File: config.mk
export PLATFORM = sky130hd
export DESIGN_NAME = ahb2apb_bridge
export DESIGN_NICKNAME = d
export VERILOG_FILES = /design/src/rtl/ahb_pkg.sv /design/src/rtl/apb_rd_mux.sv /design/src/rtl/ahb2apb_bridge.sv
export SDC_FILE = /design/constraint.sdc
export NUM_CORES = 1
export LEC_CHECK = 0
export ABC_AREA = 1
export BUFFER_PORTS_ARGS = -buffer_cell sky130_fd_sc_hd__buf_4
export CAP_MARGIN = 20
export CORE_AREA = 2 2 116 118
export DETAILED_ROUTE_END_ITERATION = 10
export DIE_AREA = 0 0 118 120
export GPL_TIMING_DRIVEN = 0
export PLACE_DENSITY = 0.72
export SETUP_SLACK_MARGIN = 0.5
export SLEW_MARGIN = 20
export SYNTH_ARGS = -nofsm -noshare
export SYNTH_HDL_FRONTEND = slang
export SYNTH_SLANG_ARGS = --single-unit
File: constraint.sdc
create_clock -name HCLK -period 4.2 [get_ports HCLK]
set_input_delay 0.42 -clock HCLK [delete_from_list [all_inputs] [get_ports HCLK]]
set_output_delay 0.42 -clock HCLK [all_outputs]
set_load 0.03 [all_outputs]
File: src/rtl/ahb_pkg.sv
// Shared definitions for the AHB-to-APB bridge: AHB encodings and bridge states.
package ahb_pkg;

    // AHB transfer types (HTRANS)
    localparam logic [1:0] HTRANS_IDLE   = 2'b00;
    localparam logic [1:0] HTRANS_BUSY   = 2'b01;
    localparam logic [1:0] HTRANS_NONSEQ = 2'b10;
    localparam logic [1:0] HTRANS_SEQ    = 2'b11;

    // AHB response encodings (HRESP)
    localparam logic [1:0] HRESP_OKAY  = 2'b00;
    localparam logic [1:0] HRESP_ERROR = 2'b01;

    // Bridge control states
    typedef enum logic [2:0] {
        ST_IDLE   = 3'd0,
        ST_WAIT   = 3'd1,
        ST_SETUP  = 3'd2,
        ST_ACCESS = 3'd3,
        ST_RESP   = 3'd4,
        ST_ERR1   = 3'd5,
        ST_ERR2   = 3'd6
    } bridge_state_e;

endpackage

File: src/rtl/apb_rd_mux.sv
// Selects the addressed APB slave's read data, ready and error signals.
module apb_rd_mux #(
    parameter int NPSLV = 4,
    parameter int IDX_W = 2
) (
    input  logic [IDX_W-1:0]     idx,
    input  logic [32*NPSLV-1:0]  prdata,
    input  logic [NPSLV-1:0]     pready,
    input  logic [NPSLV-1:0]     pslverr,
    output logic [31:0]          sel_prdata,
    output logic                 sel_pready,
    output logic                 sel_pslverr
);

    // An index with no slave behind it completes at once with an error,
    // so the bridge can never hang on an unmapped slot.
    always_comb begin
        sel_prdata  = '0;
        sel_pready  = 1'b1;
        sel_pslverr = 1'b1;
        for (int i = 0; i < NPSLV; i++) begin
            if (idx == IDX_W'(i)) begin
                sel_prdata  = prdata[32*i +: 32];
                sel_pready  = pready[i];
                sel_pslverr = pslverr[i];
            end
        end
    end

endmodule

File: src/rtl/ahb2apb_bridge.sv
// AHB-Lite slave to APB master bridge: one APB access per AHB transfer,
// HADDR[13:12] picks the APB slave, errors reported as a two-cycle response.
module ahb2apb_bridge
    import ahb_pkg::*;
#(
    parameter int NPSLV   = 4,
    parameter int PADDR_W = 16
) (
    input  logic                 HCLK,
    input  logic                 HRST,
    input  logic                 HSEL,
    input  logic [31:0]          HADDR,
    input  logic                 HWRITE,
    input  logic [1:0]           HTRANS,
    input  logic [2:0]           HSIZE,
    input  logic [31:0]          HWDATA,
    input  logic                 HREADY,
    output logic                 HREADYOUT,
    output logic [1:0]           HRESP,
    output logic [31:0]          HRDATA,
    output logic [PADDR_W-1:0]   PADDR,
    output logic [NPSLV-1:0]     PSEL,
    output logic                 PENABLE,
    output logic                 PWRITE,
    output logic [31:0]          PWDATA,
    input  logic [32*NPSLV-1:0]  PRDATA,
    input  logic [NPSLV-1:0]     PREADY,
    input  logic [NPSLV-1:0]     PSLVERR
);

    localparam int IDX_W = (NPSLV > 1) ? $clog2(NPSLV) : 1;

    bridge_state_e       state_q, state_d;
    logic [PADDR_W-1:0]  paddr_q, paddr_d;
    logic                pwrite_q, pwrite_d;
    logic [IDX_W-1:0]    idx_q, idx_d;
    logic [31:0]         pwdata_q, pwdata_d;
    logic [31:0]         hrdata_q, hrdata_d;

    logic                sample;
    logic [31:0]         sel_prdata;
    logic                sel_pready;
    logic                sel_pslverr;

    // HSIZE is ignored (all APB accesses are 32-bit); only the low address
    // bits and HTRANS[1] carry meaning here.
    logic unused_inputs;
    assign unused_inputs = ^{HSIZE, HADDR, HTRANS};

    apb_rd_mux #(
        .NPSLV (NPSLV),
        .IDX_W (IDX_W)
    ) u_rd_mux (
        .idx         (idx_q),
        .prdata      (PRDATA),
        .pready      (PREADY),
        .pslverr     (PSLVERR),
        .sel_prdata  (sel_prdata),
        .sel_pready  (sel_pready),
        .sel_pslverr (sel_pslverr)
    );

    // A NONSEQ/SEQ transfer is accepted only while the bridge shows ready.
    always_comb begin
        sample = HSEL && HREADY && HTRANS[1] &&
                 (state_q inside {ST_IDLE, ST_RESP, ST_ERR2});
    end

    // Next-state logic plus address, write-data and read-data capture.
    always_comb begin
        state_d  = state_q;
        paddr_d  = paddr_q;
        pwrite_d = pwrite_q;
        idx_d    = idx_q;
        pwdata_d = pwdata_q;
        hrdata_d = hrdata_q;

        case (state_q)
            ST_IDLE, ST_RESP, ST_ERR2: state_d = sample ? ST_WAIT : ST_IDLE;
            ST_WAIT: begin
                // HWDATA is valid in the AHB data phase, i.e. during WAIT.
                state_d  = ST_SETUP;
                pwdata_d = HWDATA;
            end
            ST_SETUP:  state_d = ST_ACCESS;
            ST_ACCESS: begin
                if (sel_pready) begin
                    state_d = sel_pslverr ? ST_ERR1 : ST_RESP;
                    if (!pwrite_q) begin
                        hrdata_d = sel_prdata;
                    end
                end
            end
            ST_ERR1:   state_d = ST_ERR2;
            default:   state_d = ST_IDLE;
        endcase

        if (sample) begin
            paddr_d  = HADDR[PADDR_W-1:0];
            pwrite_d = HWRITE;
            idx_d    = HADDR[12 +: IDX_W];
        end
    end

    // State and datapath registers; reset aborts any APB access at once.
    always_ff @(posedge HCLK or posedge HRST) begin
        if (HRST) begin
            state_q  <= ST_IDLE;
            paddr_q  <= '0;
            pwrite_q <= 1'b0;
            idx_q    <= '0;
            pwdata_q <= '0;
            hrdata_q <= '0;
        end else begin
            state_q  <= state_d;
            paddr_q  <= paddr_d;
            pwrite_q <= pwrite_d;
            idx_q    <= idx_d;
            pwdata_q <= pwdata_d;
            hrdata_q <= hrdata_d;
        end
    end

    // Bus-facing control outputs decoded from the state alone.
    always_comb begin
        PSEL      = '0;
        PENABLE   = 1'b0;
        HREADYOUT = 1'b1;
        HRESP     = HRESP_OKAY;
        case (state_q)
            ST_WAIT: HREADYOUT = 1'b0;
            ST_SETUP: begin
                HREADYOUT = 1'b0;
                for (int i = 0; i < NPSLV; i++) begin
                    PSEL[i] = (idx_q == IDX_W'(i));
                end
            end
            ST_ACCESS: begin
                HREADYOUT = 1'b0;
                PENABLE   = 1'b1;
                for (int i = 0; i < NPSLV; i++) begin
                    PSEL[i] = (idx_q == IDX_W'(i));
                end
            end
            ST_ERR1: begin
                HREADYOUT = 1'b0;
                HRESP     = HRESP_ERROR;
            end
            ST_ERR2: HRESP = HRESP_ERROR;
            default: ;
        endcase
    end

    assign PADDR  = paddr_q;
    assign PWRITE = pwrite_q;
    assign PWDATA = pwdata_q;
    assign HRDATA = hrdata_q;

endmodule

Word-level counts from Yosys, hierarchy flattened
Index checks and enable logic that the tools add are counted.
{"block": "op_classes", "n_mux": 20, "bitwise": 1, "n_reduce_logical": 11, "n_eq_ne": 10}
{"operator": "$mux 32", "n": 4}
{"operator": "$pmux 3 s5", "n": 1}
{"operator": "$mux 1", "n": 13}
{"operator": "$eq 3x3->1 const B", "n": 3}
{"operator": "$eq 3x2->1 const B", "n": 2}
{"operator": "$eq 2x2->1 const B", "n": 2}
{"operator": "$mux 4", "n": 1}
{"operator": "$reduce_or 2->1", "n": 2}
{"operator": "$reduce_or 4->1", "n": 1}
{"operator": "$eq 3x1->1 const B", "n": 1}
{"operator": "$logic_and 1x1->1", "n": 3}
{"operator": "$logic_not 3->1", "n": 1}
{"operator": "$mux 3", "n": 1}
{"operator": "$reduce_and 3->1", "n": 1}
{"operator": "$reduce_bool 3->1", "n": 1}
{"operator": "$reduce_or 3->1", "n": 1}
{"operator": "$eq 2x1->1 const B", "n": 1}
{"operator": "$logic_not 2->1", "n": 1}
{"operator": "$ne 2x2->1 const B", "n": 1}
{"operator": "$not 1->1", "n": 1}
{"block": "word_totals", "ff_bits": 86, "inputBits": 210}

Longest topological paths before layout
Gate-level depths: netlist of run 1.
{"block": "depth", "depth_word": 8, "depth_mapped": 8, "mapped_depth_nobuf": 7}

By module
From an unflattened synthesis of run 1, not the netlist that was laid out.
{"block": "unflattened", "cells_unflattened": 583, "area_unflattened_um2": 4334.2}
{"mod": "ahb2apb_bridge", "cells_each": 389, "area_per_inst_um2": 3482.1, "instances": 1}
{"mod": "apb_rd_mux", "cells_each": 194, "area_per_inst_um2": 852.1, "instances": 1}

Worst setup path before layout of run 1
No wires, ideal clock.
{"block": "synth_timing", "path_type": "register -> output", "startpoint": "register, netlist name PADDR[13]", "endpoint": "output port PSEL[0]", "required_time_ns": 3.780, "path_stages_with_launch": 4, "setup_slack_ns": 2.181, "n_path_buf": 2, "t_arrival_ns": 1.599, "cell_sequence": "dfrtp_1 > buf_2 > buf_2 > nor3_1"}
{"item": "to (decl)", "line_no": "ahb2apb_bridge.sv:22", "rtl": "output logic [NPSLV-1:0] PSEL,"}

==> impl_metrics.tcl, run 1 <==
set metrics [dict create \
    core_area_sq_um 13000 \
    final_util_pct 52.9 \
    ios 299 \
    track_usage_pct 21.7 \
    cts_tree "done" \
    critPathMaxFanout 10 \
    vias 4547 \
    critPathKind "flop to output port" \
    insertion_delay_ns 0.33 \
    htreeDepth 3 \
    ant_nets 0 \
    cp_slowest_cell "dfrtp_1" \
    relSlewSlack_pct 61.8 \
    die-area_sq_um 14200 \
    worstMarginPinSlew_ns 0.572 \
    nNetsFinal 998 \
    grt_overflow 0 \
    antenna_found_initial 1 \
    drt-total-wl_mm 15.1 \
    power_density_nw_per_um2 807 \
    synth-seq-area-share_pct 49.6 \
    firstDrtPassIters 4 \
    hpwl_mm 11.9 \
    fin_setup_tns_ns 0 \
    cpPeakStageDelay_ns 0.49 \
    hold_viol_final 0 \
    syn_area_sq_um 4230 \
    gp_congestion 0.871 \
    nFillCells 1258 \
    drive_gt1_share_pct 48.6 \
    maxSlewViolCount 0 \
    power.total_w 0.00554 \
    ir_drop_mv 0.387 \
    cts_setup_buffers 0 \
    yosysWarnings 0 \
    clk_pin_slew_ns 0.06 \
    grt_pass1_wl_mm 24.2 \
    areaGrowthSynthToFinish_pct 62.1 \
    drtIter0Drc 166 \
    crit_chain "nand2_1 > clkbuf_1 > nor2_1 > buf_4" \
    cp-start-kind "flop" \
    wl_per_cell_microns 15.6 \
    cts_hold_buf 0 \
    hold_slack_ns 0.120 \
    status "completed" \
    post-route-period-util_pct 52.6 \
    fin_skew_ns 0.00536 \
    fmax_mhz 452 \
    cp-end-kind "output port" \
    die_height_microns 120 \
    numClockSinks 84 \
    postCtsResizedCells 0 \
    start_util_pct 32.6 \
    crit_required_ns 3.78 \
    leakagePower_nw 3.53 \
    ys_types 25 \
    syn_inst 499 \
    placedInstanceArea_sq_um 6560 \
    drc 0 \
    stdcell_area_sq_um 6860 \
    numPortBuffers 277 \
    maxCapViolCount 0 \
    grt_pass1_vias 4663 \
    synth_seq_cells 84 \
    finalCriticalPeriod_ns 2.21 \
    vias_per_cell 4.70 \
    hold_class "input pin to asynchronous set/reset pin" \
    diodes 0 \
    finalSetupViolCount 0 \
    rows 42 \
    fp.dieW_microns 118 \
    worstPathArrival_ns 1.79 \
    synth_nets 709 \
    cts-root-buf "clkbuf_16" \
    grt_max_degree 51 \
    numCtsBuffers 9 \
    rsz0062_at_grt "no" \
    clk_path_buf_depth 2 \
    synth.avg_cell_area_sq_um 8.49 \
]
-- cells in the final DEF (no fill, tap or decap), drive strengths merged, types with 2 or more instances in the layout --
cell    Yosys  routed
buf        18     296
nand2     158     158
dfrtp      84      84
o21ai      81      81
nand3      37      37
or2        33      33
mux2       32      32
inv        22      23
clkbuf     12      22
nor2       12      12
nor3        4       4
a21oi       3       3
clkinv      0       2
-- stage by stage --
step / worst slack (ns) / std cells
after floorplan: 1.61 / 499
after global routing: 1.86 / 968
after global placement: 0.443 / 952
final: 1.99 / 968
after CTS: 1.97 / 968
after detailed placement: 2.35 / 953
-- routing by layer --
metal  part of all wire (%)  vias to the layer above  track usage [%]
met5                      0                        -                0
met4                    2.4                        0             7.30
met3                    8.1                       29             6.08
met2                     50                      202             38.5
met1                     40                     2109             25.3
li1                       -                     2207                -
-- cell type report --
class,instances,area (sq um),share of cell area [%]
clock buffer,10,239,3.48
multi-input combinational,363,1890,27.5
timing repair buffer,278,2110,30.7
clock inverter,5,60.1,0.875
tap,176,220,3.21
inverter,22,85.1,1.24
sequential,84,2100,30.6
buffer,30,163,2.37
-- worst max-delay path, delay by kind of cell, from the launching register on --
family / cells / cell delay, ns
buffers and inverters: 2 / 0.56
DFF: 1 / 0.49
and+or+nand+nor: 2 / 0.40
-- synthesized netlist by cell type --
cell type,instances,area (sq um)
conb_1,1,3.75
nand3b_1,1,7.51
mux2_1,3,33.8
inv_1,18,67.6
or2_2,32,200
nand4_2,1,12.5
nor2_2,3,18.8
inv_2,4,15.0
mux2_2,29,327
nand3_4,1,17.5
nor3_1,3,15.0
nor2_1,9,33.8
buf_2,7,35.0
clkbuf_1,12,45.0
nand3_1,35,175
or2_1,1,6.26
nand2_2,1,6.26
dfrtp_1,84,2100
o21ai_0,49,245
o21ai_1,32,160
a21oi_1,3,15.0
nor3_2,1,10.0
nand2_1,157,589
nand3_2,1,10.0
buf_4,11,82.6
-- state kept, by name (all words and copies together), names as in the netlist --
register	flops
PWRITE	1
PADDR	16
state_q	3
HRDATA	32
PWDATA	32
-- report_power, final --
| group | leakage (nW) | switching [W] | internal [W] | total (W) |
|---|---|---|---|---|
| registers | 1.02 | 0.000235 | 0.00121 | 0.00145 |
| clock network | 0.145 | 0.000322 | 0.000476 | 0.000798 |
| logic | 2.37 | 0.00201 | 0.00128 | 0.00329 |
| total | 3.53 | 0.00257 | 0.00297 | 0.00554 |
-- worst paths after layout --
kind | startpoint | end | slack (ns) | cells after the start
min in group HCLK | HWDATA[22] | PWDATA[22]$_DFFE_PP0P_ | 0.30 | 2
worst min register to register | PADDR[5]$_DFFE_PP0P_ | PADDR[5]$_DFFE_PP0P_ | 0.49 | 2
worst max-delay path | PADDR[13]$_DFFE_PP0P_ | PSEL[3] | 1.99 | 4
worst min-delay path | HRST | PWDATA[7]$_DFFE_PP0P_ | 0.12 | 2
max in group asynchronous | HRST | HRDATA[27]$_DFFE_PP0P_ | 3.48 | 3
worst max register to register | PADDR[13]$_DFFE_PP0P_ | HRDATA[8]$_DFFE_PP0P_ | 2.33 | 6
-- kinds of logic (layout without fill, tap and decap cells) --
| group | Yosys count | after routing | synth area share (%) |
|---|---|---|---|
| and+or+nand+nor | 246 | 246 | 26.0 |
| AOI/OAI and AO/OA | 84 | 84 | 9.93 |
| other | 1 | 1 | 0.0886 |
| muxes | 32 | 32 | 8.51 |
| buffers and inverters | 52 | 345 | 5.79 |
| DFF | 84 | 84 | 49.6 |
Power figures use the tool's default switching activity.
==> run 2, diff against run 1 <==
Settings changed: CORE_AREA 2 2 116 118 to 2 2 115 117, DIE_AREA 0 0 118 120 to 0 0 117 119, PLACE_DENSITY 0.72 to 0.73.
Clock period 4.2 ns to 2.25 ns, I/O delays scaled along.
==> run 2 against run 1 <==
  * Clock skew increased by 0.0012 ns
  * Critical path type unchanged
  * Sequential power increased by 86%
  * Worst hold slack worse by 0.0098 ns
  * Count of clock-buffer cells in the layout unchanged
  * Via count fell by 0.33%
  * Combinational power up 91%
  * Non-clock buffer count grew 6
==> impl_metrics.tcl, run 2 (synthesis gave the netlist of run 1 again) <==
set metrics [dict create \
    numPortBuffers 277 \
    cp-start-kind "flop" \
    die-area_sq_um 13900 \
    power.total_w 0.0105 \
    crit_required_ns 2.03 \
    maxSlewViolCount 0 \
    final_common_cell "buf_4" \
    grt_pass1_wl_mm 22.9 \
    nFillCells 1230 \
    r2r_cells 6 \
    rsz0062_at_grt "yes" \
    track_usage_pct 21.2 \
    die_height_microns 119 \
    rows 42 \
    numClockSinks 84 \
    worstPathArrival_ns 1.48 \
    grt_overflow 0 \
    final_cell_mix "290 x buf_4, 156 x nand2_1, 82 x dfrtp_1" \
    fmax_mhz 586 \
    finalSetupViolCount 0 \
    core_area_sq_um 12900 \
    finalCriticalPeriod_ns 1.71 \
    nNetsFinal 1004 \
    hpwl_mm 11.9 \
    clk_path_buf_depth 2 \
    numCtsBuffers 9 \
    ios 299 \
    start_util_pct 32.9 \
    firstDrtPassIters 5 \
    drc 0 \
    ant_nets 0 \
    hold_class "input pin to flop" \
    fin_setup_tns_ns 0 \
    cts-root-buf "clkbuf_16" \
    areaGrowthSynthToFinish_pct 65.0 \
    grt_pass1_vias 4566 \
    htreeDepth 3 \
    grt_max_degree 27 \
    power_density_nw_per_um2 1500 \
    vias 4532 \
    critPathMaxFanout 10 \
    clk_pin_slew_ns 0.07 \
    gp_congestion 0.823 \
    insertion_delay_ns 0.33 \
    drtIter0Drc 204 \
    maxCapViolCount 0 \
    critPathKind "flop to output port" \
    ir_drop_mv 0.633 \
    cp-end-kind "output port" \
    drt-total-wl_mm 15.1 \
    cts_tree "done" \
    vias_per_cell 4.64 \
    antenna_found_initial 1 \
    fp.dieW_microns 117 \
    post-route-period-util_pct 75.8 \
    wl_per_cell_microns 15.5 \
    worstHoldPathCells 2 \
    leakagePower_nw 3.59 \
    hold_viol_final 0 \
    fin_skew_ns 0.00652 \
    drive_gt1_share_pct 49.9 \
    status "completed" \
]
## run 2: critical path: stages, from the launching register on
cell,delay (ns)
dfrtp_2,0.47
buf_6,0.17
buf_6,0.14
nor3_1,0.18
buf_4,0.19
## run 2: power by group
part           switching, W  total, W  leakage (nW)  internal [W]
Clock              0.000631   0.00150         0.144      0.000873
Combinational       0.00378   0.00628          2.43       0.00250
Sequential         0.000432   0.00270          1.02       0.00226
Total               0.00485    0.0105          3.59       0.00564
## run 2: timing repair
action / in CTS / in global routing
gates cloned: 0 / 0
endpoints found under the setup margin: 33 / 20
hold buffers: 1 / 0
gates resized for setup: 11 / 11
endpoints found under the hold margin: 14 / 0
setup buffers: 3 / 0
pin swaps: 0 / 0
## run 2: path summary, 6_finish.rpt
kind	startpoint	end	slack, ns
max	PADDR[13]$_DFFE_PP0P_	PSEL[0]	0.54
min	HWDATA[1]	PWDATA[1]$_DFFE_PP0P_	0.11
max reg2reg	PADDR[13]$_DFFE_PP0P_	HRDATA[9]$_DFFE_PP0P_	0.63
min reg2reg	HRDATA[27]$_DFFE_PP0P_	HRDATA[27]$_DFFE_PP0P_	0.49
max in group asynchronous	HRST	HRDATA[5]$_DFFE_PP0P_	1.15
min in group asynchronous	HRST	PWDATA[8]$_DFFE_PP0P_	0.46
## run 2: layout make-up
type / count / area, sq um / share of cell area, %
inverters: 22 / 86.3 / 1.24
repair buffers: 284 / 2180 / 31.2
plain buffers: 30 / 198 / 2.83
flip-flops and latches: 84 / 2100 / 30.1
well taps: 176 / 220 / 3.15
clock inverters: 6 / 72.6 / 1.04
diodes: 1 / 2.50 / 0.0358
clock buffers: 10 / 229 / 3.28
multi-input cells: 363 / 1890 / 27.1
## run 2: per-layer routing
layer	part of all wire [%]	vias up	track usage [%]
li1	-	2217	-
met1	39	2106	25.5
met2	51	193	37.7
met3	8.8	16	4.68
met4	1.5	0	5.81
met5	0	-	0
## run 2: metrics by stage
step	setup WS, ns	std cells	utilization, %	hold WS (ns)	cell area [sq um]
2_1_floorplan	0.426	499	-	0.357	4240
3_3_place_gp	0.405	952	50.8	0.438	6540
3_5_place_dp	0.415	955	51.3	0.252	6610
4_1_cts	0.510	975	54.1	0.0932	6970
5_1_grt	0.485	976	54.3	0.110	6990
6_report	0.543	976	54.3	0.110	6990
==> run 3, diff against run 2 <==
Settings changed: CORE_AREA 2 2 115 117 to 2 2 117 119, DIE_AREA 0 0 117 119 to 0 0 119 121.
Clock period 2.25 ns to 1.5 ns, I/O delays scaled along.
==> run 3 against run 2 <==
  * Count of clock-buffer cells in the layout decreased by 1
  * Clock skew rose by 0.0027 ns
  * Wire length increased by 25%
  * Non-clock buffer count rose by 104
  * Highest routed layer unchanged
  * The flow now finishes with violations (setup timing)
==> impl_metrics.tcl, run 3 (synthesis gave the netlist of run 1 again) <==
set metrics [dict create \
    status "finished, violations left" \
    violations "setup timing" \
    die_height_microns 121 \
    final_common_cell "buf_4" \
    post-place-ws_ns -0.195 \
    fmax_mhz 631 \
    nFillCells 987 \
    multi_input_area_sq_um 2430 \
    diodes 0 \
    maxSlewViolCount 0 \
    cp-start-kind "flop" \
    critPathBufInv 2 \
    path_delay_family "simple AND/OR/NAND/NOR gates" \
    track_usage_pct 24.9 \
    grt_pass1_wl_mm 27.7 \
    htreeDepth 3 \
    grt_overflow 0 \
    register_area_sq_um 2110 \
    vias 5174 \
    final_cell_mix "266 x buf_4, 119 x nand2_1, 113 x buf_6" \
    vias_per_cell 4.79 \
    core_area_sq_um 13100 \
    fin_setup_tns_ns -2.05 \
    rows 42 \
    crit_required_ns 1.75 \
    drtIter0Drc 226 \
    stdcell_count 1081 \
    clk_path_buf_depth 2 \
    stdcell_area_sq_um 9070 \
    rsz0062_at_grt "yes" \
    fp.dieW_microns 119 \
    cp_slowest_cell "dfrtp_2" \
    cpPeakStageDelay_ns 0.44 \
    ir_drop_mv 1.52 \
    start_util_pct 32.4 \
    setup_slack_ns -0.0843 \
    critPathMaxFanout 10 \
    numPortBuffers 277 \
    grt_pass1_vias 5082 \
    numCtsBuffers 9 \
    dp.cells 955 \
    critPathKind "flop to flop" \
    hold_viol_final 0 \
    maxCapViolCount 0 \
    ant_nets 0 \
    numClockSinks 84 \
    cp-end-kind "flop" \
    placedInstanceArea_sq_um 6800 \
    leakagePower_nw 4.65 \
    finalSetupViolCount 51 \
    finalCriticalPeriod_ns 1.58 \
    insertion_delay_ns 0.34 \
    firstDrtPassIters 4 \
    crit_chain "buf_6 > nor2_4 > nand2_2 > nand3_4 > nand3_4 > buf_6 > o21ai_1" \
    drive_gt1_share_pct 64.6 \
    areaGrowthSynthToFinish_pct 114 \
    worstPathArrival_ns 1.84 \
    gp_congestion 0.927 \
    wl_per_cell_microns 17.5 \
    fin_skew_ns 0.00926 \
    cts-root-buf "clkbuf_16" \
    ios 299 \
    clk_pin_slew_ns 0.07 \
    nNetsFinal 1110 \
    drt-total-wl_mm 18.9 \
    post-route-period-util_pct 106 \
    power_density_nw_per_um2 2400 \
    hold_class "input pin to flop" \
    die-area_sq_um 14400 \
    drc 0 \
    hpwl_mm 12.2 \
    antenna_found_initial 0 \
    grt_max_degree 34 \
    cts_tree "done" \
]
run 3: cell type report:
type,instances,area share [%]
Timing Repair Buffer,388,39.2
Multi-Input combinational cell,365,26.8
Sequential cell,84,23.2
Buffer,30,3.89
Clock buffer,9,2.48
Tap cell,176,2.43
Inverter,22,1.06
Clock inverter,7,0.910
run 3: routing by layer:
| layer | global-route usage [%] | wire, microns | up-vias |
|---|---|---|---|
| met3 | 6.63 | 1360 | 54 |
| met5 | 0 | 0 | - |
| li1 | - | - | 2443 |
| met1 | 29.8 | 7280 | 2429 |
| met4 | 11.3 | 723 | 0 |
| met2 | 42.0 | 9550 | 248 |
run 3: per-stage QoR:
stage                     total power (W)  util, %  hold slack [ns]
final                              0.0218     69.4           0.0320
after global routing               0.0229     69.4           0.0254
after CTS                          0.0200     64.2           0.0211
after detailed placement           0.0139     52.0            0.117
after global placement             0.0138     51.4            0.370
after floorplan                    0.0103        -            0.280
run 3: final timing paths:
path	startpoint	end	slack [ns]	depth (start not counted)
min in group asynchronous	HRST	PWDATA[10]$_DFFE_PP0P_	0.40	4
hold / removal	HWDATA[17]	PWDATA[17]$_DFFE_PP0P_	0.03	2
max in group asynchronous	HRST	PADDR[13]$_DFFE_PP0P_	0.72	5
setup reg to reg	PADDR[12]$_DFFE_PP0P_	HRDATA[13]$_DFFE_PP0P_	-0.08	7
setup / recovery	PADDR[12]$_DFFE_PP0P_	HRDATA[13]$_DFFE_PP0P_	-0.08	7
hold reg to reg	HRDATA[22]$_DFFE_PP0P_	HRDATA[22]$_DFFE_PP0P_	0.51	2
run 3: what timing repair did:
item | in CTS | in global routing
setup endpoints to repair | 172 | 193
setup buffers | 49 | 49
gates cloned | 8 | 3
endpoints found under the hold margin | 8 | 0
pin swaps | 16 | 20
hold buffers | 1 | 0
resized for setup | 182 | 84
run 3: power by group:
part	leakage, nW	switching [W]	internal [W]	total, W
Sequential	1.02	0.000971	0.00341	0.00438
Combinational	3.48	0.00735	0.00773	0.0151
Clock	0.150	0.00101	0.00132	0.00234
Total	4.65	0.00934	0.0125	0.0218
